**src/rtl/fifo_pkg.sv**
```systemverilog
// Shared constants and sizing helper for the parameterised FIFO and its storage.
package fifo_pkg;

  localparam int DEF_WIDTH = 9;
  localparam int DEF_DEPTH = 16;

  // Number of address bits needed to index `value` entries (ceil(log2(value))).
  function automatic int clog2(input int value);
    int r;
    r = 0;
    for (int i = 0; i < 31; i++) begin
      if ((1 << i) < value) r = i + 1;
    end
    return r;
  endfunction

endpackage

```
**src/rtl/fifo_ram.sv**
```systemverilog
// FIFO storage: DEPTH x WIDTH, synchronous write port, asynchronous read port.
// The array is intentionally not reset.
module fifo_ram
  import fifo_pkg::*;
#(
  parameter int WIDTH = DEF_WIDTH,
  parameter int DEPTH = DEF_DEPTH
) (
  input  logic                     Clock,
  input  logic                     WriteEn,
  input  logic [clog2(DEPTH)-1:0]  WriteAddr,
  input  logic [WIDTH-1:0]         WriteData,
  input  logic [clog2(DEPTH)-1:0]  ReadAddr,
  output logic [WIDTH-1:0]         ReadData
);

  logic [WIDTH-1:0] mem [DEPTH];

  // Store the incoming word on an accepted write.
  always_ff @(posedge Clock) begin
    if (WriteEn) mem[WriteAddr] <= WriteData;
  end

  assign ReadData = mem[ReadAddr];

endmodule

```
**src/rtl/param_fifo.sv**
```systemverilog
// Single-clock FIFO with active-low request strobes, registered read data,
// occupancy status and sticky overflow/underflow flags.
module param_fifo
  import fifo_pkg::*;
#(
  parameter int WIDTH    = DEF_WIDTH,
  parameter int DEPTH    = DEF_DEPTH,
  parameter int AF_LEVEL = DEPTH - 2,
  parameter int AE_LEVEL = 2
) (
  input  logic                    Clock,
  input  logic                    Reset,
  input  logic [WIDTH-1:0]        DataIn,
  input  logic                    Write,
  input  logic                    Read,
  input  logic                    ClearOV,
  output logic [WIDTH-1:0]        DataOut,
  output logic [clog2(DEPTH):0]   Count,
  output logic                    Full,
  output logic                    Empty,
  output logic                    AlmostFull,
  output logic                    AlmostEmpty,
  output logic                    OV,
  output logic                    UF
);

  localparam int AW = clog2(DEPTH);
  localparam int CW = AW + 1;

  localparam logic [CW-1:0] FULL_CNT = CW'(DEPTH);
  localparam logic [CW-1:0] AF_CNT   = CW'(AF_LEVEL);
  localparam logic [CW-1:0] AE_CNT   = CW'(AE_LEVEL);

  logic [AW-1:0]    writePtr;
  logic [AW-1:0]    readPtr;
  logic [WIDTH-1:0] ramData;
  logic             wrReq;
  logic             rdReq;
  logic             wrAcc;
  logic             rdAcc;
  logic             ovSet;
  logic             ufSet;

  // Status flags depend only on the occupancy count.
  assign Full        = (Count == FULL_CNT);
  assign Empty       = (Count == '0);
  assign AlmostFull  = (Count >= AF_CNT);
  assign AlmostEmpty = (Count <= AE_CNT);

  // Accept/reject decisions: a read while full frees the slot for a
  // simultaneous write; a read while empty is never accepted.
  always_comb begin
    wrReq = ~Write;
    rdReq = ~Read;
    wrAcc = wrReq & (~Full | rdReq);
    rdAcc = rdReq & ~Empty;
    ovSet = wrReq & Full & ~rdReq;
    ufSet = rdReq & Empty;
  end

  fifo_ram #(
    .WIDTH (WIDTH),
    .DEPTH (DEPTH)
  ) u_ram (
    .Clock     (Clock),
    .WriteEn   (wrAcc),
    .WriteAddr (writePtr),
    .WriteData (DataIn),
    .ReadAddr  (readPtr),
    .ReadData  (ramData)
  );

  // Pointers wrap naturally because DEPTH is a power of two; Count tracks
  // the net effect of accepted reads and writes.
  always_ff @(posedge Clock or negedge Reset) begin
    if (!Reset) begin
      writePtr <= '0;
      readPtr  <= '0;
      Count    <= '0;
    end else begin
      if (wrAcc) writePtr <= writePtr + AW'(1);
      if (rdAcc) readPtr  <= readPtr + AW'(1);
      case ({wrAcc, rdAcc})
        2'b10:   Count <= Count + CW'(1);
        2'b01:   Count <= Count - CW'(1);
        default: Count <= Count;
      endcase
    end
  end

  // Registered read data; holds its value unless a read is accepted.
  always_ff @(posedge Clock or negedge Reset) begin
    if (!Reset) begin
      DataOut <= '0;
    end else if (rdAcc) begin
      DataOut <= ramData;
    end
  end

  // Sticky error flags; a fresh error in the clearing cycle keeps the flag set.
  always_ff @(posedge Clock or negedge Reset) begin
    if (!Reset) begin
      OV <= 1'b0;
      UF <= 1'b0;
    end else begin
      OV <= ovSet | (OV & ClearOV);
      UF <= ufSet | (UF & ClearOV);
    end
  end

endmodule

```
**config.mk**
```make
export PLATFORM = sky130hd
export DESIGN_NAME = param_fifo
export DESIGN_NICKNAME = d
export VERILOG_FILES = /design/src/rtl/fifo_pkg.sv /design/src/rtl/fifo_ram.sv /design/src/rtl/param_fifo.sv
export SDC_FILE = /design/constraint.sdc
export NUM_CORES = 1
export LEC_CHECK = 0
export CAP_MARGIN = 20
export CORE_UTILIZATION = 38
export CTS_BUF_LIST = sky130_fd_sc_hd__clkbuf_2
export DETAILED_ROUTE_END_ITERATION = 8
export PLACE_DENSITY_LB_ADDON = 0.1
export SYNTH_ARGS = -nofsm -noshare
export SYNTH_HDL_FRONTEND = slang
export SYNTH_SLANG_ARGS = --single-unit
export TNS_END_PERCENT = 10
```
**constraint.sdc**
```tcl
create_clock -name Clock -period 3.6 [get_ports Clock]
set_input_delay 0.36 -clock Clock [delete_from_list [all_inputs] [get_ports Clock]]
set_output_delay 0.36 -clock Clock [all_outputs]
set_load 0.02 [all_outputs]
```
Word level (Yosys, flattened, before mapping)
Memories as Yosys holds them, arrays and structs flattened. A register that Yosys moved wholly into a read port is not among the register bits.
Cells that the tools add are included.
Operators by class
  add/sub/neg operators: 4
  magnitude comparators: 2
  equality and inequality tests: 3
  muxes and demuxes: 3
  bitwise gates (word level): 14
  reduce and logical (&&, ||, !) cells: 3
Operator list (number)
  $pmux W5 S2: 1
  $add A4 B1 Y4 const B: 2
  $and A1 B1 Y1: 7
  $add A5 B1 Y5 const B: 1
  $eq A5 B5 Y1 const B: 1
  $ge A5 B4 Y1 const B: 1
  $le A5 B2 Y1 const B: 1
  $logic_not A5 Y1: 1
  $sub A5 B1 Y5 const B: 1
  $not A1 Y1: 4
  $or A1 B1 Y1: 3
  $eq A2 B1 Y1 const B: 1
  $eq A2 B2 Y1 const B: 1
  $mux W1: 2
  $reduce_bool A2 Y1: 1
  $logic_not A1 Y1: 1
Word-level totals
  flip-flop bits (word level): 15
  RAM bits: 144
  output and inout bits: 20
  logic and storage cells: 35
  memories kept: 1
Memory list
  u_ram.mem: depth 16, bits a word 9, read ports 1, clocked after memory_dff 1, write ports 1, line fifo_ram.sv:17  | logic [WIDTH-1:0] mem [DEPTH];

Depth between registers and ports, before layout
  word-level depth: 6
  mapped depth: 12

Hierarchy
Synthesis repeated with hierarchy kept, for this count alone.
Second synthesis, totals
  cell total of the unflattened synthesis: 347
  area, all modules: 6872.8 µm²
Modules (own cells, without submodules)
  fifo_ram: instances 1, cells each 245, area each 5600.4 µm²
  param_fifo: instances 1, cells each 102, area each 1272.5 µm²

Least setup slack after synthesis
Ideal clock, no wire load.
  path kind: register to register
  from: register Count[1]
  to: register Count[4]
  library setup time: 0.105 ns
  arrival time: 2.583 ns
  setup slack: 0.912 ns
  cell stages (with the launch flop): 13
  clock period less this slack: 2.688 ns
  cell sequence: dfrtp_1 -> buf_6 -> nor4_4 -> a21o_2 -> inv_2 -> ha_1 -> buf_2 -> xor2_1 -> ha_1 -> o211a_1 -> o21ai_0 -> o41ai_1 -> nor4b_1
On the way
  elaborated cells on any way between the ends: 13
RTL lines
  start: declaration: line param_fifo.sv:18  | output logic [clog2(DEPTH):0] Count,
  start signal: assignment: line param_fifo.sv:84  | 2'b10: Count <= Count + CW'(1);
  start signal: assignment: line param_fifo.sv:85  | 2'b01: Count <= Count - CW'(1);
  start signal: assignment: line param_fifo.sv:86  | default: Count <= Count;
  $logic_not A5 Y1 (*): line param_fifo.sv:46  | assign Empty = (Count == '0);
  $not A1 Y1 (*): line param_fifo.sv:56  | rdAcc = rdReq & ~Empty;
  $and A1 B1 Y1 (*): line param_fifo.sv:56
  named net rdAcc: line param_fifo.sv:40  | logic rdAcc;
  $eq A2 B1 Y1 or $eq A2 B2 Y1 (tied branches): line param_fifo.sv:83  | case ({wrAcc, rdAcc})
  $pmux W5 S2 or $reduce_bool A2 Y1 (tied branches)
Mark *: on every way through the listed nets, which the timed path passes. The rest lies on a longest branch.
A chain may end at the register's enable or synchronous reset.

Worst setup path after layout
Same ends and word-level chain as after synthesis.

==> impl_metrics.yaml <==
die:
  fp-row-count: 48
  fp.dieH_um: 136
  die_w_um: 136
  ios: 34
  die_area_mm2: 0.0186
  coreArea_mm2: 0.0174
  initial_core_util_pct: 39.3
worst_setup_path:
  crit_buf_inv: 1
  critPathKind: "flop to flop"
  crit_arrival_ns: 3.65
  cp_cell_sequence: "nor4_4 > a21o_2 > inv_2 > ha_1 > xor2_1 > ha_1 > o211a_1 > o21ai_0 > o41ai_1 > nor4b_1"
  crit_required_ns: 4.21
  path_max_fanout: 12
  ff2ff_setup_slack_ns: 0.56
  worst_setup_path_end_kind: "flop"
  crit_family: "compound AO/OA/AOI/OAI gates"
  start_kind: "flop"
  max_stage_delay_ns: 0.56
  crit_path_top_delay_cell: "dfrtp_1"
  path_common_cell: "ha_1"
synth:
  synth_xor_area_share_pct: 1.15
  ys_async_sr_fraction_pct: 14.3
  ys_seq_area_share_pct: 72.0
  synth_edf_count: 144
  synth_flop_cell: "edfxtp_1"
  synth_fa_ha_area_share_pct: 1.65
  synth.distinct_cells: 43
  avgSynthCellArea_um2: 19.1
  yosysWarnings: 0
  netlist_instances: 359
  ys_top_cells_by_area: "edfxtp_1 63%, mux4_2 12%, dfrtp_1 8.8%"
  synth.cell_area_mm2: 0.00684
  synthMuxAreaShare_pct: 14.6
  netlist.area_leader.share_pct: 63.2
  synth_largest_area_cell: "edfxtp_1"
  syn-num-nets: 382
  synth_seq_cells: 168
  synth_top_family_by_area: "multiplexers"
  synth_compound_area_share_pct: 3.05
  synthSimpleGateAreaFrac_pct: 5.19
timing:
  fin_crit_sh_pct: 84.4
  fmax_ghz: 0.329
  grt_setup_unrepaired: "no"
  slew_violations: 0
  fin_tns_setup_ns: 0
  finClkSkew_ns: 0.0334
  hold_viol_final: 0
  setup_viol: 0
  fin_crit_ns: 3.04
  worst_pin_slew_ns: 0.814
  slew_headroom_pct: 45.6
grt:
  grt_max_degree: 22
  grt_pass1_wl_um: 20400
  grt_pass1_vias: 3324
  grt-ovfl-total: 0
  antenna_found_initial: 1
  track_usage_pct: 16.1
power_and_ir_drop:
  p_int_mw: 3.49
  switching_share_pct: 34.6
  total_power_mw: 5.34
  p_sw_mw: 1.85
  p_clk_share_pct: 16.2
  cellLeakagePower_nw: 2.55
  p_per_area_mw_per_mm2: 702
  seq_power_share_pct: 49.1
  peakVddDrop_mv: 0.490
  combPwrFrac_pct: 34.7
clock_network:
  cts-resized-gates: 0
  post_cts_buffers: 0
  path_clk_slew_ns: 0.24
  hold_buffers: 0
  clock_sinks: 168
  root_buffer: "clkbuf_2"
  cts_buffer_depth: 2
  numCtsBuffers: 17
  h-tree-depth: 4
  cts_tree: "done"
  worstSkewPairLatency_ns: 0.71
drt:
  drt-initial-drc-count: 209
  wirelength_um: 13500
  wire_per_inst_um: 21.0
  ant_nets: 0
  vias_per_cell: 5.09
  drcViolationCount: 0
  dr.pass1.iters: 4
  via_count: 3270
placement:
  place_congestion: 0.781
  hpwl_um: 8400
  io_buffers: 33
layout:
  final_net_count: 427
  layout-drive-gt1-share_pct: 20.7
  final_common_cell: "edfxtp_1"
  mostFrequentLayoutCells: "144 x edfxtp_1, 36 x mux4_2, 33 x clkdlybuf4s50_1, 23 x dfrtp_1, 23 x nand2_1"
  syn2layout_area_growth_pct: 11.1
job:
  maxCapViolations: 0
hold_path:
  hp-class: "input pin to asynchronous set/reset pin"
run_status:
  status: "completed"
==> kinds of logic after synthesis <==
group / after synthesis
compound gates: 26
xor+xnor: 9
fa+ha+maj: 9
buf+inv: 27
flops: 168
mux: 55
simple gates: 65
==> layout make-up <==
class,count,area [um2]
fillers,1543,9810
multi-input cells,164,1760
inverters,10,37.5
repair buffers,43,405
flip-flops and latches,168,4930
well taps,225,282
clock buffers,19,95.1
diodes,1,2.50
clock inverters,12,96.3
==> per-stage QoR <==
stage / cell area (um2) / setup slack (ns) / cells / utilization (%) / hold WS (ns)
6_report: 7600 / 0.561 / 642 / 43.6 / 0.0803
5_1_grt: 7600 / 0.244 / 642 / 43.6 / 0.0202
4_1_cts: 7600 / 0.515 / 641 / 43.6 / 0.0361
3_5_place_dp: 7410 / 0.585 / 610 / 42.5 / 0.487
3_3_place_gp: 7410 / 0.618 / 610 / 42.5 / 0.487
2_1_floorplan: 6840 / 0.912 / 359 / - / 0.0644
==> Yosys cell counts, types with 2 or more instances <==
cell type    n
buf_2       11
edfxtp_1   144
xnor2_1      6
ha_1         9
nor2_1      10
buf_6        4
nor2b_1      3
dfrtp_1     24
xor2_1       3
o21ai_0      4
o221ai_1     9
mux4_2      36
nand3_1      2
a21oi_1      3
nand2_1     23
mux2i_1     18
nand4_1      2
and3b_1      2
and2_1      13
inv_1        9
nor3b_1      2
==> path summary, 6_finish.rpt <==
check	start	to	cells past startpoint
min	Reset	OV	1
min in group Clock	ClearOV	OV	3
max in group asynchronous	Reset	DataOut[3]	2
max	Count[1]	Count[4]	10
max reg2reg	Count[1]	Count[4]	10
min reg2reg	UF	UF	2
==> worst reg2reg max path: stages, from the launching register on <==
cell	delay, ns
dfrtp_1	0.56
nor4_4	0.41
a21o_2	0.35
inv_2	0.13
ha_1	0.35
xor2_1	0.19
ha_1	0.22
o211a_1	0.24
o21ai_0	0.14
o41ai_1	0.10
nor4b_1	0.28
==> metal layers <==
layer	vias up	GRT usage [%]	routed length, um
li1	1513	-	-
met1	1694	21.2	6180
met2	53	26.3	6820
met3	10	3.88	349
met4	0	5.00	127
met5	-	0	0
==> flip-flops by register name (all words and copies together) (netlist names) <==
register and count:
DataOut 9, readPtr 4, Count 5, UF 1
OV 1, writePtr 4, u_ram.mem 144
==> power by group through the flow <==
stage	combinational (mW)	sequential [mW]	clock (mW)
after floorplan	1.30	2.67	0
after global placement	1.90	2.66	0
after detailed placement	1.91	2.67	0
after CTS	1.91	2.62	0.909
after global routing	2.02	2.66	0.988
final	1.85	2.62	0.865
(Power assumes the default switching activity.)
